**config.mk**
```make
export PLATFORM = sky130hd
export DESIGN_NAME = mux_sel_pipe
export DESIGN_NICKNAME = d
export VERILOG_FILES = /design/src/rtl/mux_sel_pkg.sv /design/src/rtl/mux_nto1_comb.sv /design/src/rtl/mux_sel_pipe.sv
export SDC_FILE = /design/constraint.sdc
export NUM_CORES = 1
export LEC_CHECK = 0
export ABC_AREA = 1
export CAP_MARGIN = 20
export CELL_PAD_IN_SITES_DETAIL_PLACEMENT = 0
export CELL_PAD_IN_SITES_GLOBAL_PLACEMENT = 1
export CORE_MARGIN = 1
export CORE_UTILIZATION = 34
export DETAILED_ROUTE_END_ITERATION = 12
export GPL_ROUTABILITY_DRIVEN = 0
export PLACE_DENSITY = 0.9
export SYNTH_ARGS = -nofsm -noshare
export SYNTH_HDL_FRONTEND = slang
export SYNTH_HIERARCHICAL = 1
export SYNTH_SLANG_ARGS = --single-unit
```
**constraint.sdc**
```tcl
create_clock -name clock -period 1.8 [get_ports clock]
set_input_delay 0.36 -clock clock [delete_from_list [all_inputs] [get_ports clock]]
set_output_delay 0.36 -clock clock [all_outputs]
set_load 0.05 [all_outputs]
```
**src/rtl/mux_sel_pkg.sv**
```systemverilog
// Shared state encoding and elaboration helpers for the registered N:1 select block.
package mux_sel_pkg;

  typedef enum logic [1:0] {
    ST_EMPTY = 2'd0,
    ST_FULL  = 2'd1,
    ST_SKID  = 2'd2
  } state_t;

  // Smallest r with 2**r >= v; used to validate the select width.
  function automatic int unsigned clog2(input int unsigned v);
    int unsigned r;
    r = 0;
    while ((64'd1 << r) < 64'(v)) r++;
    return r;
  endfunction

endpackage

```
**src/rtl/mux_nto1_comb.sv**
```systemverilog
// Combinational NUM_IN:1 word select; out-of-range codes yield zero with sel_err set.
module mux_nto1_comb #(
  parameter int unsigned WIDTH  = 5,
  parameter int unsigned NUM_IN = 3,
  parameter int unsigned SEL_W  = 2
) (
  input  logic [SEL_W-1:0]        sel,
  input  logic [NUM_IN*WIDTH-1:0] data_flat,
  output logic [WIDTH-1:0]        word,
  output logic                    sel_err
);

  // Unused codes fall through to the defaults, matching the legacy gate-level zero output.
  always_comb begin
    word    = '0;
    sel_err = 1'b1;
    for (int unsigned i = 0; i < NUM_IN; i++) begin
      if (sel == SEL_W'(i)) begin
        word    = data_flat[i*WIDTH +: WIDTH];
        sel_err = 1'b0;
      end
    end
  end

endmodule

```
**src/rtl/mux_sel_pipe.sv**
```systemverilog
// N-to-1 select with a registered valid/ready output stage and one-entry skid buffer.
module mux_sel_pipe
  import mux_sel_pkg::*;
#(
  parameter int unsigned WIDTH  = 5,
  parameter int unsigned NUM_IN = 3,
  parameter int unsigned SEL_W  = 2
) (
  input  logic                    clock,
  input  logic                    reset,
  input  logic                    flush,
  input  logic                    in_valid,
  output logic                    in_ready,
  input  logic [SEL_W-1:0]        sel,
  input  logic [NUM_IN*WIDTH-1:0] data_flat,
  output logic                    out_valid,
  input  logic                    out_ready,
  output logic [WIDTH-1:0]        out_data,
  output logic                    out_sel_err
);

  if (NUM_IN < 2 || NUM_IN > 16) begin : g_bad_num_in
    $error("mux_sel_pipe: NUM_IN=%0d outside 2..16", NUM_IN);
  end
  if (clog2(NUM_IN) > SEL_W) begin : g_bad_sel_w
    $error("mux_sel_pipe: SEL_W=%0d too narrow for NUM_IN=%0d", SEL_W, NUM_IN);
  end

  state_t           state, state_nx;
  logic [WIDTH-1:0] mux_word, skid_data;
  logic             mux_err, skid_err;
  logic             in_fire, out_fire;
  logic             load_out, load_skid, skid_to_out;

  mux_nto1_comb #(
    .WIDTH  (WIDTH),
    .NUM_IN (NUM_IN),
    .SEL_W  (SEL_W)
  ) u_mux (
    .sel       (sel),
    .data_flat (data_flat),
    .word      (mux_word),
    .sel_err   (mux_err)
  );

  // Handshake outputs decode only the registered state, so out_ready never reaches in_ready.
  assign out_valid = (state != ST_EMPTY);
  assign in_ready  = (state != ST_SKID);
  assign in_fire   = in_valid & in_ready;
  assign out_fire  = out_valid & out_ready;

  always_comb begin
    state_nx    = state;
    load_out    = 1'b0;
    load_skid   = 1'b0;
    skid_to_out = 1'b0;
    if (flush) begin
      state_nx = ST_EMPTY;
    end else begin
      case (state)
        ST_EMPTY: begin
          if (in_fire) begin
            state_nx = ST_FULL;
            load_out = 1'b1;
          end
        end
        ST_FULL: begin
          if (in_fire && out_fire) begin
            load_out = 1'b1;
          end else if (in_fire) begin
            state_nx  = ST_SKID;
            load_skid = 1'b1;
          end else if (out_fire) begin
            state_nx = ST_EMPTY;
          end
        end
        ST_SKID: begin
          if (out_fire) begin
            state_nx    = ST_FULL;
            skid_to_out = 1'b1;
          end
        end
        default: state_nx = ST_EMPTY;
      endcase
    end
  end

  always_ff @(posedge clock) begin
    if (reset) begin
      state       <= ST_EMPTY;
      out_data    <= '0;
      out_sel_err <= 1'b0;
      skid_data   <= '0;
      skid_err    <= 1'b0;
    end else begin
      state <= state_nx;
      if (load_out) begin
        out_data    <= mux_word;
        out_sel_err <= mux_err;
      end else if (skid_to_out) begin
        out_data    <= skid_data;
        out_sel_err <= skid_err;
      end
      if (load_skid) begin
        skid_data <= mux_word;
        skid_err  <= mux_err;
      end
    end
  end

endmodule

```
# [Word-level counts from Yosys, hierarchy flattened]
# Cells that the tools add are included.
[word_totals] reg_bits=14
[classes] eq_ne=9 muxes=26 bitwise_logic=2 n_reduce_logical=7
[ops] op="$mux 5" count=5
[ops] op="$mux 1" count=14
[ops] op="$mux 2" count=5
[ops] op="$ne 2x2->1 const B" count=4
[ops] op="$pmux 2 s3" count=1
[ops] op="$eq 2x1->1 const B" count=2
[ops] op="$eq 2x2->1 const B" count=2
[ops] op="$logic_not 2->1" count=2
[ops] op="$reduce_and 4->1" count=1
[ops] op="$reduce_bool 2->1" count=2
[ops] op="$ne 3x3->1 const B" count=1
[ops] op="$and 1x1->1" count=2
[ops] op="$pmux 1 s2" count=1
[ops] op="$reduce_or 2->1" count=1
[ops] op="$logic_and 1x1->1" count=1

# [Depth between registers and ports, before layout]
# Gate-level depths: netlist of run 1.
[logic_depth] ltp_word=7 ltp_mapped=8

# [By module]
# Netlist of run 1, hierarchy kept.
[by_module_without_submodules] mod="mux_sel_pipe" instances=1 cells_each=106 area_per_inst_um2=784.5
[by_module_without_submodules] mod="mux_nto1_comb" instances=1 cells_each=27 area_per_inst_um2=151.4

# [Worst setup path before layout of run 1]
# No wires, ideal clock.
[synth_timing] path_type="register to output" from="register state[1]" to="output port in_ready" arrival_time_ns=0.906 t_required_ns=1.440 path_slack_ns=0.534 path_stages_with_launch=4 path_buffers=0 path_cell_list="dfxtp_1 -> inv_2 -> nor2_4 -> inv_1"
[synth_via] elab_chain_cells=1
[synth_rtl] item="start: declaration" line="mux_sel_pipe.sv:29" text="state_t state, state_nx;"
[synth_rtl] item="start signal: assignment" line="mux_sel_pipe.sv:96" text="state <= state_nx;"
[synth_rtl] item="$ne 2x2->1" line="mux_sel_pipe.sv:48" text="assign in_ready = (state != ST_SKID);"
[synth_rtl] item="end: declaration" line="mux_sel_pipe.sv:13" text="output logic in_ready,"
# No other way between the ends.

# [Worst setup path in the final report of run 1]
# Same ends and word-level chain as after synthesis.

==> metrics.md, run 1 <==
| Metric | Value |
|---|---|
| Outcome | `finished clean` |
| Data arrival time of the critical path | `1.33 ns` |
| Max Fclk | `590.9 MHz` |
| Share of the synthesized area in the top cell type | `29.95%` |
| CTS resizes | `0` |
| Clk slew on worst S/H paths | `0.09 ns` |
| DR pass1 iterations | `4` |
| Area Overhead vs Synth | `36.36%` |
| Clk buf depth | `2` |
| Yosys warns | `6` |
| Die width | `54.47 microns` |
| Root Driver | `clkbuf_4` |
| Synth cell types | `24` |
| Worst hold path class | `reg -> reg` |
| Synth Flop Type | `dfxtp_1` |
| Netlist Area Pre-Place | `935.9 sq um` |
| Antenna Cells | `0` |
| Final max-slew violation count | `0` |
| Int Pwr | `0.5422 mW` |
| Register area | `280.3 sq um` |
| Critical path class | `reg -> out` |
| Vias per std cell | `4.779` |
| Max-slew headroom | `78.74%` |
| Sw Pwr | `0.2392 mW` |
| Post-synth ARST share | `0%` |
| Post-DP HPWL | `around 1.8 mm` |
| Combinational share of power | `27.5%` |
| IO Pins | `30` |
| Fin nets | `188` |
| Synth top area cells | `dfxtp_1 (30%), nand2_1 (10%), nand3_1 (8.6%)` |
| Share of cells above drive strength 1 | `22.42%` |
| H-tree levels | `1` |
| DRC | `0` |
| TritonCTS Buffers | `3` |
| Leak | `0.5918 nW` |
| Worst Skew | `between 0.008 and 0.009 ns` |
| TritonCTS Sinks | `14` |
| Vias in the first global route | `about 870` |
| Fillers | `~260` |
| CTS tree | `yes` |
| Register area share after synthesis | `between 20% and 30%` |
| Post-Syn Instances | `133` |
| RSZ-0062 raised after global routing | `false` |
| Hold Buf Count CTS | `0` |
| Register bit count reported by yosys | `14` |
| DRT antenna net count | `0` |
| Post-CTS Setup Inserts | `0` |
| Worst-Margin Slew | `0.3186 ns` |
| # rows | `18` |
| Post-synth EDFFs | `0` |
| Routed vias | `932` |
| Drt wl/cell | `10.97 microns` |
| Max-cap violations | `0` |
| Port Buffers | `29` |
| Syn_area_per_cell | `a little over 7 sq um` |
| First-pass GRT wire length | `roughly 3.4 mm` |
| Critical Path Fanout Max | `8` |
| Die Y | `54.47 microns` |
| Die area | `2966 sq um` |
| Endpoints failing setup | `0` |
| Leading cell types by count after synthesis | `nand2_1 (26), nor2_1 (17), nand3_1 (16), dfxtp_1 (14), nand3b_1 (10)` |
| Initial antenna violation count | `0` |
| Core area | `2545 sq um` |
| Hold Vio Cnt, Final | `0` |
| Critical Path RT | `1.44 ns` |
| Min cycle time layout | `1.692 ns` |
| Initial Util | `36.77%` |
| Sw frac | `a little under a third` |
| PD cells | `approximately 600 nW/um^2` |
| Clock power frac | `a little under a third` |
| Setup TNS | `0 ns` |
| Largest net degree at the start of global routing | `13` |
| Clock Latency Late Sink | `0.29 ns` |
| Post-Syn Nets | `155` |
| Most frequent cell after synthesis | `nand2_1` |
| Critical Path Start Type | `flop` |
| GRT Total Usage | `between 15 and 20%` |
| Register share of total power | `42.2%` |
| Period utilization | `between 90% and 100%` |
| VDD IR max | `308.1 uV` |
| Total Wirelength | `2.140 mm` |
| Multi-input logic area | `roughly 560 sq um` |
| Initial DRC count | `6` |
| Util after Layout | `50.15%` |
| Total gr overflow | `0` |
| CP Capture Type | `output port` |
| Synth area leader | `dfxtp_1` |
[area by class of cell]
| type | instances | share of cell area (%) |
|---|---|---|
| repair buffers | 33 | 24.51 |
| inverters | 14 | 4.216 |
| flip-flops and latches | 14 | 21.96 |
| clock buffers | 4 | 2.843 |
| multi-input cells | 100 | 43.53 |
| well taps | 30 | 2.941 |
[per-stage QoR]
step	cells	worst slack (ns)	hold slack (ns)	total power, mW	area, sq um
finish	195	0.1077	0.4817	0.7813	1276
global route	195	0.03257	0.5082	0.8210	1276
CTS	195	0.1010	0.4863	0.7865	1276
detailed placement	191	0.1215	0.4640	0.5524	1240
global placement	191	0.1561	0.4617	0.5470	1240
floorplan	133	0.5342	0.4224	0.4691	935.9
[registers in the layout, summed over array words and instances, names as in the netlist]
name and count:
skid_data 5, out_data 5, state 2, skid_err 1, out_sel_err 1
[cell families after synthesis]
family          share of synthesized area (%)
buf+inv                                 10.69
compound gates                          5.883
flops                                   29.95
simple gates                            53.48
[layer usage]
metal	track usage, %	routed length, microns
met1	16.61	975
met2	30.49	1036
met3	3.333	77
met4	8.974	51
met5	0	0
[power groups by stage]
stage                     logic, mW  registers (mW)  clock network [mW]
final                         0.215           0.330               0.237
after CTS                     0.216           0.330               0.241
after floorplan               0.103           0.366                   0
after global routing          0.233           0.332               0.256
after detailed placement      0.215           0.337                   0
after global placement        0.211           0.336                   0
[cell usage in the layout (no fill, tap or decap)]
cell,synthesis,final
nand3_2,2,2
nand2_1,26,26
nor2_8,1,1
o22ai_1,1,1
or2_2,1,1
dfxtp_1,14,14
clkinv_2,1,1
nand3_1,16,16
a21oi_1,2,2
nand3_4,1,1
buf_4,1,11
clkbuf_8,0,1
nand4_1,6,6
nand3b_1,10,10
inv_2,4,4
nand2_4,2,2
buf_12,0,1
a21oi_2,1,1
nor2_1,17,17
nor2_4,2,2
clkdlybuf4s50_1,0,21
o21ai_0,6,6
inv_1,9,9
nand2_2,1,1
nor2_2,5,5
clkbuf_4,0,3
[critical path, cell delays in order, from the launching register on]
cell	delay, ns
dfxtp_1	0.46
inv_2	0.10
nor2_4	0.20
inv_1	0.09
buf_4	0.19
[path summary, 6_finish.rpt]
kind                            startpoint           end  slack [ns]  depth (start not counted)
worst max register to register    state[1]  skid_data[4]        0.59                          7
worst min-delay path              skid_err      skid_err        0.48                          2
worst max-delay path              state[1]      in_ready        0.11                          4
worst min register to register    skid_err      skid_err        0.48                          2
Note: power is estimated with default switching activity, not from simulation.
==> run 2: changes to the inputs <==
--- a/config.mk
+++ b/config.mk
@@ -5,15 +5,15 @@
 export SDC_FILE = /design/constraint.sdc
 export NUM_CORES = 1
 export LEC_CHECK = 0
-export ABC_AREA = 1
 export CAP_MARGIN = 20
 export CELL_PAD_IN_SITES_DETAIL_PLACEMENT = 0
 export CELL_PAD_IN_SITES_GLOBAL_PLACEMENT = 1
 export CORE_MARGIN = 1
-export CORE_UTILIZATION = 34
+export CORE_UTILIZATION = 33
 export DETAILED_ROUTE_END_ITERATION = 12
 export GPL_ROUTABILITY_DRIVEN = 0
-export PLACE_DENSITY = 0.9
+export MAX_ROUTING_LAYER = met4
+export PLACE_DENSITY = 0.88
 export SYNTH_ARGS = -nofsm -noshare
 export SYNTH_HDL_FRONTEND = slang
 export SYNTH_HIERARCHICAL = 1
==> metrics.md, run 2 <==
| Metric | Value |
|---|---|
| Antenna Cells | `0 (unchanged)` |
| Critical path class | `reg -> out (unchanged)` |
| Met3 wire length | `143 microns (was 77 microns)` |
| Max-slew headroom | `78.55% (was 78.74%)` |
| Syn_area_per_cell | `9.220 sq um (was 7.037 sq um)` |
| Clock Latency Late Sink | `0.28 ns (was 0.29 ns)` |
| Post-synth ARST share | `0% (unchanged)` |
| TritonCTS Buffers | `3 (unchanged)` |
| Share of the synthesized area in the top cell type | `36.19% (was 29.95%)` |
| Share of cells above drive strength 1 | `21.49% (was 22.42%)` |
| Critical Path Start Type | `flop (unchanged)` |
| DR pass1 iterations | `4 (unchanged)` |
| GRT Total Usage | `16.89% (was 16.30%)` |
| Root Driver | `clkbuf_4 (unchanged)` |
| CTS tree | `yes (unchanged)` |
| Largest regs | `out_data x5, skid_data x5, state x2 (unchanged)` |
| Register area | `280.3 sq um (unchanged)` |
| Worst hold path class | `reg -> reg (unchanged)` |
| Met1 WL | `853 microns (was 975 microns)` |
| Die area | `2545 sq um (was 2966 sq um)` |
| Post-synthesis xor/xnor area fraction | `0% (unchanged)` |
| Max Fclk | `655.3 MHz (was 590.9 MHz)` |
| Register-to-register setup slack | `0.42 ns (was 0.59 ns)` |
| Hold Vio Cnt, Final | `0 (unchanged)` |
| RSZ-0062 raised after global routing | `false (unchanged)` |
| Leak | `0.4367 nW (was 0.5918 nW)` |
| Crit path max-delay cell type | `dfxtp_1 (unchanged)` |
| Adder-cell share of the synthesized area | `0% (unchanged)` |
| Post-Syn Nets | `106 (was 155)` |
| Design Area, Final | `1176 sq um (was 1276 sq um)` |
| Worst-Margin Slew | `0.3136 ns (was 0.3186 ns)` |
| VDD IR max | `564.2 uV (was 308.1 uV)` |
| Reg2reg path depth | `3 (was 7)` |
| Area Overhead vs Synth | `51.86% (was 36.36%)` |
| Fin nets | `144 (was 188)` |
| # rows | `17 (was 18)` |
| Compound-Gate Fraction of Synth Area | `21.97% (was 5.882%)` |
| Synth top area cells | `dfxtp_1 (36%), mux2i_1 (16%), a211oi_1 (5.8%) (was dfxtp_1 (30%), nand2_1 (10%), nand3_1 (8.6%))` |
| Yosys warns | `6 (unchanged)` |
| Initial Util | `35.01% (was 36.77%)` |
| Vias in the first global route | `747 (was 869)` |
| Register area share after synthesis | `36.19% (was 29.95%)` |
| Largest net degree at the start of global routing | `13 (unchanged)` |
| Period utilization | `84.78% (was 94.02%)` |
| CP Cell Sequence | `or2_2 -> buf_12 (was inv_2 -> nor2_4 -> inv_1 -> buf_4)` |
| Most frequent cell after synthesis | `dfxtp_1 (was nand2_1)` |
| Total Wirelength | `1.948 mm (was 2.140 mm)` |
| Post-DP HPWL | `1.462 mm (was 1.780 mm)` |
| Synth cell types | `26 (was 24)` |
| Slowest cell delay on critical path | `0.38 ns (was 0.46 ns)` |
| Synth Flop Type | `dfxtp_1 (unchanged)` |
| Hold Path Stages | `2 (unchanged)` |
| Min-delay src | `skid_err (unchanged)` |
| Leading cell types by count after synthesis | `dfxtp_1 (14), mux2i_1 (12), a21oi_1 (7) (was nand2_1 (26), nor2_1 (17), nand3_1 (16), dfxtp_1 (14), nand3b_1 (10))` |
| Critical Path Fanout Max | `8 (unchanged)` |
| IO Pins | `30 (unchanged)` |
| Multi-input logic area | `461.7 sq um (was 555.5 sq um)` |
| Final max-slew violation count | `0 (unchanged)` |
| RR Endpoint | `skid_data[3] (was skid_data[4])` |
| Endpoints failing setup | `0 (unchanged)` |
| Drt wl/cell | `13.07 microns (was 10.97 microns)` |
| Total gr overflow | `0 (unchanged)` |
| First-pass GRT wire length | `3.146 mm (was 3.408 mm)` |
| Largest family of logic cells by synthesized area | `simple AND/OR/NAND/NOR gates (unchanged)` |
| Hold Buf Count CTS | `0 (unchanged)` |
| CP Capture Type | `output port (unchanged)` |
| Initial DRC count | `7 (was 6)` |
| Post-Syn Instances | `84 (was 133)` |
| Post-CTS Setup Inserts | `0 (unchanged)` |
| Die Y | `50.45 microns (was 54.47 microns)` |
| Most frequent cells in the layout | `clkdlybuf4s50_1 (21), buf_4 (15), dfxtp_1 (14), mux2i_1 (12), a21oi_1 (7) (was nand2_1 (26), clkdlybuf4s50_1 (21), nor2_1 (17), nand3_1 (16), dfxtp_1 (14))` |
| CTS resizes | `0 (unchanged)` |
| Register bit count reported by yosys | `14 (unchanged)` |
| Outcome | `finished clean (unchanged)` |
| TritonCTS Sinks | `14 (unchanged)` |
| Max-cap violations | `0 (unchanged)` |
| Synth area leader | `dfxtp_1 (unchanged)` |
| Port Buffers | `29 (unchanged)` |
| Die width | `50.45 microns (was 54.47 microns)` |
| Data arrival time of the critical path | `1.17 ns (was 1.33 ns)` |
| Routed vias | `777 (was 932)` |
| Routed wl met2 | `941 microns (was 1.036 mm)` |
| Initial antenna violation count | `0 (unchanged)` |
| Worst Skew | `0.0004058 ns (was 0.008453 ns)` |
| Hold EP | `skid_err (unchanged)` |
| DP Area | `1140 sq um (was 1240 sq um)` |
| Netlist Area Pre-Place | `774.5 sq um (was 935.9 sq um)` |
| Commonest non-fill, non-tap cell in the layout | `clkdlybuf4s50_1 (was nand2_1)` |
| Synth Area in Simple Gates | `22.13% (was 53.48%)` |
| Reg2Reg Launch Point | `state[1] (unchanged)` |
| Clk slew on worst S/H paths | `0.09 ns (about the same)` |
| Highest routed layer | `met4 (unchanged)` |
| Core area | `2212 sq um (was 2545 sq um)` |
| Vias per std cell | `5.215 (was 4.779)` |
| Clk buf depth | `2 (unchanged)` |
| Fillers | `208 (was 264)` |
| Post-synthesis mux area share | `15.51% (was 0%)` |
| PD cells | `641.6 nW/um^2 (was 612.2 nW/um^2)` |
| Min cycle time layout | `1.526 ns (was 1.692 ns)` |
| Post-synth EDFFs | `0 (unchanged)` |
| DRT antenna net count | `0 (unchanged)` |
| WHS | `0.4885 ns (was 0.4817 ns)` |
| H-tree levels | `1 (unchanged)` |
| Critical Path RT | `1.44 ns (about the same)` |
| DRC | `0 (unchanged)` |
[run 2: cell count changes in the layout (fill, tap and decap cells not counted), moves of 9 or more]
| cell | previous run | this run |
|---|---|---|
| nor2_1 | 17 | 2 |
| inv_1 | 9 | 0 |
| nand3b_1 | 10 | 1 |
| mux2i_1 | 0 | 12 |
| nand2_1 | 26 | 2 |
| nand3_1 | 16 | 6 |
[run 2: area by class of cell]
class                   instances  share of cell area (%)
multi-input cells              65                   39.26
repair buffers                 38                   30.85
well taps                      28                   2.979
flip-flops and latches         14                   23.83
clock buffers                   4                   3.085
[run 2: worst max-delay path, delay by kind of cell, from the launching register on]
kind                   cells  cell delay [ns]
DFF                        1             0.38
and+or+nand+nor            1             0.34
buffers and inverters      1             0.16
[run 2: power breakdown]
part / total (mW) / switching [mW] / internal (mW)
clock network: 0.230 / 0.107 / 0.123
logic: 0.195 / 0.0973 / 0.0976
registers: 0.329 / 0.00816 / 0.321
total: 0.755 / 0.213 / 0.542
[run 2: worst max-delay path by stage]
stage | start | endpoint | slack (ns) | cells after the start
after floorplan | state[1] | state[1] | 0.52 | 2
final | state[0] | out_valid | 0.27 | 2
after detailed placement | flush | skid_data[4] | -0.005 | 4
after global placement | flush | out_data[3] | 0.05 | 4
after CTS | state[0] | out_valid | 0.27 | 2
after global routing | state[1] | out_valid | 0.24 | 2
[run 2: metal layers]
layer / global-route usage [%] / up-vias
li1: - / 394
met1: 17.68 / 354
met2: 28.89 / 27
met3: 6.364 / 2
met4: 6.019 / 0
met5: - / -
[run 2: logic make-up after synthesis]
family          Yosys count
flops                    14
buf+inv                   5
mux                      12
simple gates             27
compound gates           26
[run 2: through the flow]
step | power, mW | utilization, % | setup slack (ns) | TNS [ns] | std cells
finish | 0.7546 | 53.17 | 0.2740 | 0 | 149
global route | 0.7873 | 53.17 | 0.2373 | 0 | 149
floorplan | 0.4352 | - | 0.5240 | 0 | 84
detailed placement | 0.5320 | 51.53 | -0.004630 | -0.004630 | 145
global placement | 0.5293 | 51.53 | 0.05280 | 0 | 145
CTS | 0.7570 | 53.17 | 0.2739 | 0 | 149
